<file path="src/rtl/result_writeback_unit.sv">
// result_writeback_unit
//   Buffers per-row column-result vectors from the accumulators, then drains
//   them one element per cycle as requantized activations (ReLU, arithmetic
//   right shift, 7-bit saturation) with their activation-memory address.
//
// Ports
//   clk, rst      : clock (rising edge), synchronous active-high reset
//   frame_start   : pulse, begin draining a SIZE x SIZE frame (accepted in IDLE)
//   quant_shift   : right-shift amount, captured when frame_start is accepted
//   result_in     : SIZE signed columns, column c at [c*RESULT_WIDTH +: RESULT_WIDTH]
//   result_valid  : result_in carries one output-row vector
//   result_ready  : vector buffer has room this cycle
//   act_out       : requantized activation
//   act_addr      : row*SIZE + col
//   act_valid     : act_out / act_addr valid
//   act_ready     : consumer accepts the element this cycle
//   frame_done    : one-cycle pulse after the last element of a frame is accepted
module result_writeback_unit #(
  parameter int SIZE         = 8,
  parameter int RESULT_WIDTH = 22,
  parameter int ADDR_WIDTH   = $clog2(SIZE*SIZE),
  parameter int FIFO_DEPTH   = 2
) (
  input  logic                         clk,
  input  logic                         rst,
  input  logic                         frame_start,
  input  logic [4:0]                   quant_shift,
  input  logic [SIZE*RESULT_WIDTH-1:0] result_in,
  input  logic                         result_valid,
  output logic                         result_ready,
  output logic [6:0]                   act_out,
  output logic [ADDR_WIDTH-1:0]        act_addr,
  output logic                         act_valid,
  input  logic                         act_ready,
  output logic                         frame_done
);

  localparam int CW = (SIZE > 1) ? $clog2(SIZE) : 1;
  localparam int PW = (FIFO_DEPTH > 1) ? $clog2(FIFO_DEPTH) : 1;
  localparam int NW = $clog2(FIFO_DEPTH + 1);

  localparam logic [5:0]              SHIFT_LIMIT = 6'(RESULT_WIDTH);
  localparam logic [RESULT_WIDTH-1:0] SAT_MAX     = RESULT_WIDTH'(127);
  localparam logic [CW-1:0]           LAST_IDX    = CW'(SIZE - 1);

  typedef enum logic [1:0] {
    IDLE,
    DRAIN,
    DONE
  } state_t;

  state_t state_q, state_d;

  logic [RESULT_WIDTH-1:0] mem [FIFO_DEPTH][SIZE];
  logic [PW-1:0]           wr_ptr, rd_ptr;
  logic [NW-1:0]           count_q;

  logic [CW-1:0] row_q, col_q;
  logic [4:0]    shift_q;

  logic push, pop, hs, col_last, row_last;
  logic [RESULT_WIDTH-1:0] head, shifted;
  logic [6:0]              quant;
  logic [ADDR_WIDTH-1:0]   addr;

  // ---------------- vector FIFO ----------------
  assign result_ready = (count_q < NW'(FIFO_DEPTH));
  assign push         = result_valid && result_ready;

  always_ff @(posedge clk) begin
    if (push) begin
      for (int unsigned c = 0; c < SIZE; c++) begin
        mem[wr_ptr][c] <= result_in[c*RESULT_WIDTH +: RESULT_WIDTH];
      end
    end
  end

  always_ff @(posedge clk) begin
    if (rst) begin
      wr_ptr  <= '0;
      rd_ptr  <= '0;
      count_q <= '0;
    end else begin
      if (push) wr_ptr <= wr_ptr + 1'b1;
      if (pop)  rd_ptr <= rd_ptr + 1'b1;
      case ({push, pop})
        2'b10:   count_q <= count_q + 1'b1;
        2'b01:   count_q <= count_q - 1'b1;
        default: count_q <= count_q;
      endcase
    end
  end

  // ---------------- drain control ----------------
  assign act_valid = (state_q == DRAIN) && (count_q != '0);
  assign hs        = act_valid && act_ready;
  assign col_last  = (col_q == LAST_IDX);
  assign row_last  = (row_q == LAST_IDX);
  assign pop       = hs && col_last;

  always_ff @(posedge clk) begin
    if (rst) begin
      row_q   <= '0;
      col_q   <= '0;
      shift_q <= '0;
    end else if (state_q == IDLE && frame_start) begin
      row_q   <= '0;
      col_q   <= '0;
      shift_q <= quant_shift;
    end else if (hs) begin
      if (col_last) begin
        col_q <= '0;
        row_q <= row_q + 1'b1;
      end else begin
        col_q <= col_q + 1'b1;
      end
    end
  end

  always_ff @(posedge clk) begin
    if (rst) state_q <= IDLE;
    else     state_q <= state_d;
  end

  always_comb begin
    state_d = state_q;
    case (state_q)
      IDLE:    if (frame_start) state_d = DRAIN;
      DRAIN:   if (hs && col_last && row_last) state_d = DONE;
      DONE:    state_d = IDLE;
      default: state_d = IDLE;
    endcase
  end

  assign frame_done = (state_q == DONE);

  // ---------------- requantization ----------------
  // Element source is FIFO storage, counters and shift_q only, so the
  // outputs hold steady while the consumer stalls.
  assign head = mem[rd_ptr][col_q];

  always_comb begin
    shifted = head >> shift_q;
    quant   = '0;
    if (head[RESULT_WIDTH-1] || ({1'b0, shift_q} >= SHIFT_LIMIT)) quant = '0;
    else if (shifted > SAT_MAX)                                   quant = 7'd127;
    else                                                          quant = shifted[6:0];
  end

  assign addr     = ADDR_WIDTH'(row_q) * ADDR_WIDTH'(SIZE) + ADDR_WIDTH'(col_q);
  assign act_out  = act_valid ? quant : '0;
  assign act_addr = act_valid ? addr  : '0;

endmodule

</file>
<file path="config.mk">
export PLATFORM = sky130hd
export DESIGN_NAME = result_writeback_unit
export DESIGN_NICKNAME = d
export VERILOG_FILES = /design/src/rtl/result_writeback_unit.sv
export SDC_FILE = /design/constraint.sdc
export NUM_CORES = 1
export LEC_CHECK = 0
export CAP_MARGIN = 20
export CORE_ASPECT_RATIO = 1.2
export CORE_UTILIZATION = 40
export CTS_CLUSTER_DIAMETER = 200
export DETAILED_ROUTE_END_ITERATION = 10
export MAX_ROUTING_LAYER = met4
export PLACE_DENSITY = 0.58
export SLEW_MARGIN = 20
export SYNTH_ARGS = -nofsm -noshare
export SYNTH_HDL_FRONTEND = slang
export SYNTH_SLANG_ARGS = --single-unit
</file>
<file path="constraint.sdc">
create_clock -name clk -period 29.8 [get_ports clk]
set_clock_uncertainty 0.1 [all_clocks]
set_input_delay 7.45 -clock clk [delete_from_list [all_inputs] [get_ports clk]]
set_output_delay 7.45 -clock clk [all_outputs]
set_load 0.01 [all_outputs]
</file>
==> flow_metrics.tcl, run 1 <==
set metrics [dict create \
    slew_headroom 0.332 \
    die_h_microns 218 \
    p_leak_nw 6.36 \
    ys_seq_area_frac 0.706 \
    synth_edf_count 352 \
    dr.max_layer_used "met4" \
    hold_path_startpoint "state_q[1]" \
    drt_wl_total_mm 34.0 \
    r2r_end "count_q[1]" \
    path_max_fanout 52 \
    path_buf_inv 2 \
    worstMarginPinSlew_ns 1.00 \
    drcViolationCount 0 \
    wl_met2_mm 17.2 \
    firstDrtPassIters 6 \
    num-nets-final 1192 \
    cts_num_sinks 370 \
    postCtsResizedCells 0 \
    cts_tree "built" \
    setup_tns_ns 0 \
    grt-ovfl-total 0 \
    worst_path_most_repeated_cell "mux4_2" \
    rsz0062_at_grt "false" \
    syn-cell-area_sq_mm 0.0155 \
    grt_max_degree 71 \
    grtUsageTotal 0.182 \
    via_per_inst 5.40 \
    grt_first_pass_wirelength_mm 52.1 \
    worst_slack_ns 17.10 \
    fp.dieArea_sq_mm 0.0395 \
    holdBufCountCts 0 \
    holdWs_ns 0.404 \
    insertion_delay_ns 0.52 \
    required_ns 22.25 \
    status "finished clean" \
    final_common_cell "edfxtp_1" \
    cpMaxStageDelayCell "buf_6" \
    timing.final.crit_share 0.426 \
    end_kind "output port" \
    cts.clk_slew.worst_paths_ns 0.06 \
    dp.cells 1439 \
    num_vias 8127 \
    crit_family "multiplexers" \
    ys.warnings.count 0 \
    ys_seq_elements 370 \
    cpPeakStageDelay_ns 0.64 \
    critical_path_class "flip-flop to output port" \
    cts_buffer_depth 3 \
    setup_viol 0 \
    ir_drop_mv 0.0425 \
    whs_path_depth 1 \
    drtIter0Drc 543 \
    ys_types 53 \
    antenna_found_initial 1 \
    ios 202 \
    final_cell_mix "352 x edfxtp_1, 201 x clkdlybuf4s50_1, 110 x mux4_2" \
    layout-drive-gt1-share 0.185 \
    coreArea_sq_mm 0.0380 \
    nFillCells 3031 \
    ant_nets 0 \
    fp.dieW_microns 182 \
    cts-htree-levels 2 \
    cts_setup_buffers 0 \
    synthCells 790 \
    cp.arrival_ns 5.15 \
    hold_violations 0 \
    post_dp_cell_area_sq_mm 0.0180 \
    wirelength_met1_mm 14.5 \
    rows 78 \
    timing.critical_path.from_type "flip-flop" \
    drv_slew 0 \
    io_buffers 201 \
    ys.flop_type "edfxtp_1" \
    areaGrowthSynthToFinish_pct 24.1 \
    cts-root-buf "clkbuf_16" \
    wl_per_cell_microns 22.6 \
    post-dp-hpwl_mm 23.1 \
    grt_pass1_vias 8637 \
    final_area_sq_mm 0.0192 \
    initial_core_util 0.408 \
    holdCritPathClass "flip-flop to flip-flop" \
    wl_met3_mm 1.66 \
    fmax_mhz 78.7 \
    drv_cap 0 \
    synthesis.nets 981 \
    crit_chain "buf_6 > mux4_2 > mux4_2 > mux4_2 > mux2i_1 > nand4_1 > nor4b_4 > a31oi_1 > o31a_1 > clkdlybuf4s50_1" \
    reg2regPathDepth 7 \
    period_needed_ns 12.70 \
    final_cell_count_no_fill 1506 \
    numCtsBuffers 40 \
    worstHoldEndpoint "state_q[0]" \
    synth_async_sr_flop_share 0 \
    reg2reg_slack_ns 26.74 \
    p_per_area_mw_per_mm2 62.3 \
    place_ws_ns 17.35 \
    crit_cells 10 \
    routabilityCongestion 0.835 \
    avgSynthCellArea_sq_um 19.6 \
    worstReg2RegStart "col_q[1]" \
]
[layer usage]
metal / track usage / vias up
li1: - / 3713
met3: 0.0296 / 47
met5: - / -
met2: 0.298 / 242
met4: 0.0469 / 0
met1: 0.238 / 4125
[layout make-up]
cell class | instances | area [sq um] | share of cell area
clock buffer | 46 | 1040 | 0.0543
multi-input combinational | 364 | 4300 | 0.224
sequential | 370 | 10900 | 0.569
inverter | 10 | 37.5 | 0.00195
tap | 480 | 601 | 0.0312
clock inverter | 20 | 165 | 0.00859
timing repair buffer | 215 | 2140 | 0.111
antenna | 1 | 2.50 | 0.000130
[registers in the layout, indices dropped and copies added (netlist names), named ones only]
| signal | cells |
|---|---|
| wr_ptr | 1 |
| row_q | 3 |
| state_q | 2 |
| count_q | 2 |
| rd_ptr | 1 |
| mem | 352 |
| col_q | 3 |
| shift_q | 5 |
[stage by stage]
step	util	power [mW]
2_1_floorplan	-	0.702
3_3_place_gp	0.474	0.749
3_5_place_dp	0.474	0.752
4_1_cts	0.506	1.21
5_1_grt	0.506	1.24
6_report	0.506	1.20
[Yosys cell counts (6+ instances only)]
library cell  count  area share
nand2_1          29      0.0070
buf_4             6      0.0029
edfxtp_1        352        0.68
a22oi_1          11      0.0053
and2_1            7      0.0028
o211ai_1          7      0.0034
a21oi_1          15      0.0048
buf_2             7      0.0023
o21ai_0          14      0.0045
nor2_1           31      0.0075
mux2i_1          57       0.037
mux4_2          110        0.16
a31oi_1           6      0.0024
clkbuf_1         25      0.0061
dfxtp_1          18       0.023
inv_1             7      0.0017
[power by group]
| part | switching (mW) | internal (mW) | total, mW | leakage (nW) |
|---|---|---|---|---|
| Sequential | 0.0101 | 0.615 | 0.625 | 3.44 |
| Clock | 0.186 | 0.274 | 0.460 | 0.601 |
| Combinational | 0.0571 | 0.0562 | 0.113 | 2.32 |
| Total | 0.253 | 0.946 | 1.20 | 6.36 |
[cell families after synthesis]
group / count (synthesis) / share of synthesized area
adders and majority gates: 5 / 0.00404
DFF: 370 / 0.706
xor gates and xnor gates: 5 / 0.00283
buffers and inverters: 56 / 0.0175
muxes: 177 / 0.204
and+or+nand+nor: 101 / 0.0324
AOI/OAI and AO/OA: 76 / 0.0334
[worst max path at each step]
stage | end | slack [ns]
detailed placement | act_out[1] | 17.35
CTS | act_out[1] | 16.75
finish | act_out[1] | 17.10
floorplan | mem[0][0] | 14.14
global placement | act_out[1] | 17.38
global route | act_out[1] | 16.80
[worst reg2reg max path, cell delays in order (launching register included)]
cell and delay [ns]:
dfxtp_4 0.56, buf_4 0.67, ha_1 0.29, ha_1 0.19
and3_1 0.36, ha_1 0.33, or3_1 0.35, a21oi_1 0.14
Note: power is estimated with default switching activity, not from simulation.
==> run 2: changes to the inputs <==
--- a/config.mk
+++ b/config.mk
@@ -11,7 +11,7 @@
 export CTS_CLUSTER_DIAMETER = 200
 export DETAILED_ROUTE_END_ITERATION = 10
 export MAX_ROUTING_LAYER = met4
-export PLACE_DENSITY = 0.58
+export PLACE_DENSITY = 0.6
 export SLEW_MARGIN = 20
 export SYNTH_ARGS = -nofsm -noshare
 export SYNTH_HDL_FRONTEND = slang
==> constraint.sdc (replaced) <==
create_clock -name clk -period 10.4 [get_ports clk]
set_clock_uncertainty 0.1 [all_clocks]
set_input_delay 2.6 -clock clk [delete_from_list [all_inputs] [get_ports clk]]
set_output_delay 2.6 -clock clk [all_outputs]
set_load 0.01 [all_outputs]
==> run 2 against run 1 <==
Against the previous run: non-clock buffer count rose by 1; clock power rose to 2.8 times the previous value; utilization about the same; sequential power rose to 2.9 times the previous value; die area did not move; critical path depth unchanged; count of clock-buffer cells in the layout up 3; total power grew to 2.9 times the previous value; critical endpoint unchanged; highest routed layer unchanged.
==> flow_metrics.tcl, run 2 (synthesized netlist as in run 1, its figures left out) <==
set metrics [dict create \
    status "finished clean" \
    grt-ovfl-total 0 \
    rsz0062_at_grt "false" \
    holdCritPathClass "flip-flop to flip-flop" \
    cp.arrival_ns 5.17 \
    areaGrowthSynthToFinish_pct 24.1 \
    fmax_mhz 127 \
    reg_top3 "mem (352), shift_q (5)" \
    fp.dieW_microns 182 \
    ir_drop_mv 0.102 \
    final_common_cell "edfxtp_1" \
    worstMarginPinSlew_ns 1.04 \
    grtUsageTotal 0.183 \
    cts-htree-levels 2 \
    final_cell_mix "352 x edfxtp_1, 201 x clkdlybuf4s50_1, 110 x mux4_2" \
    fp.dieArea_sq_mm 0.0395 \
    p_leak_nw 6.35 \
    cts.clk_slew.worst_paths_ns 0.06 \
    postCtsResizedCells 0 \
    p_sw_uw 746 \
    slew_headroom 0.306 \
    hold_path_startpoint "state_q[1]" \
    top_register "mem" \
    critical_path_class "flip-flop to output port" \
    timing.critical_path.from_type "flip-flop" \
    largest_register_ff_count 352 \
    post_dp_cell_area_sq_mm 0.0180 \
    numCtsBuffers 39 \
    routabilityCongestion 0.878 \
    io_buffers 201 \
    seqPwrFrac 0.522 \
    swShare 0.218 \
    num_vias 8183 \
    grt_max_degree 73 \
    cellInternalPower_mw 2.68 \
    drt_wl_total_mm 34.2 \
    ios 202 \
    layout-drive-gt1-share 0.185 \
    cts_num_sinks 370 \
    coreArea_sq_mm 0.0380 \
    cts_setup_buffers 0 \
    via_per_inst 5.42 \
    cts_buffer_depth 3 \
    final_area_sq_mm 0.0192 \
    firstDrtPassIters 4 \
    period_needed_ns 7.87 \
    clockPowerShare 0.383 \
    combPwrFrac 0.095 \
    rows 78 \
    grt_first_pass_wirelength_mm 52.3 \
    ant_nets 0 \
    grt_pass1_vias 8756 \
    drv_cap 0 \
    insertion_delay_ns 0.52 \
    drv_slew 0 \
    crit_path_start "col_q[1]" \
    cts_tree "built" \
    drtIter0Drc 531 \
    holdBufCountCts 0 \
    antenna_found_initial 1 \
    initial_core_util 0.408 \
    die_h_microns 218 \
    setup_tns_ns 0 \
    end_kind "output port" \
    p_per_area_mw_per_mm2 178 \
    post-dp-hpwl_mm 23.1 \
    cts-root-buf "clkbuf_16" \
    drcViolationCount 0 \
    worstReg2RegStart "col_q[1]" \
    power.total_mw 3.42 \
    timing.final.crit_share 0.757 \
    path_max_fanout 51 \
    required_ns 7.70 \
    setup_viol 0 \
    hold_violations 0 \
    wl_per_cell_microns 22.6 \
    num-nets-final 1192 \
]
## run 2: changes by cell type in the layout (fill, tap and decap cells not counted), sizes merged
cell      delta
clkbuf       +3
clkinvlp     +2
buf          +1
bufinv       -1
clkinv       -1
inv          +1
## run 2: area by class of cell
class / instances / area [sq um]
diodes: 1 / 2.50
clock buffers: 49 / 1030
repair buffers: 216 / 2140
multi-input cells: 364 / 4300
inverters: 10 / 37.5
well taps: 480 / 601
clock inverters: 21 / 169
fillers: 3112 / 18700
flip-flops and latches: 370 / 10900
## run 2: metal layers
metal	vias to the layer above	wire length [microns]	track usage
li1	3720	-	-
met1	4179	14600	0.236
met2	227	17200	0.300
met3	57	1630	0.0309
met4	0	674	0.0483
met5	-	0	-
## run 2: final timing paths
check | endpoint | slack, ns | depth (start not counted)
worst min-delay path | state_q[1] | 0.40 | 1
worst max-delay path | act_out[1] | 2.53 | 10
worst min register to register | state_q[1] | 0.40 | 1
worst max register to register | count_q[1] | 7.27 | 7
## run 2: power groups by stage
stage / Combinational, mW / Clock [mW] / Sequential, mW
after CTS: 0.332 / 1.35 / 1.79
after floorplan: 0.175 / 0 / 1.83
after detailed placement: 0.331 / 0 / 1.82
after global placement: 0.329 / 0 / 1.82
final: 0.326 / 1.31 / 1.79
after global routing: 0.352 / 1.41 / 1.80
## run 2: per-stage QoR
step | std cells | hold slack, ns | util | setup WS, ns
finish | 1511 | 0.401 | 0.506 | 2.53
global placement | 1439 | 0.380 | 0.474 | 2.87
global route | 1511 | 0.442 | 0.506 | 2.24
CTS | 1509 | 0.400 | 0.506 | 2.30
detailed placement | 1439 | 0.391 | 0.474 | 2.87
floorplan | 790 | 0.359 | - | 2.56
## run 2: worst max-delay path, cell delays in order (launching register included)
cell and delay [ns]:
dfxtp_4 0.53, buf_4 0.69, mux4_2 0.44, mux4_2 0.50, mux2i_1 0.38, mux2_1 0.23, o211ai_1 0.09, a221oi_1 0.73
a21oi_1 0.17, o31a_1 0.34, clkdlybuf4s50_1 0.51
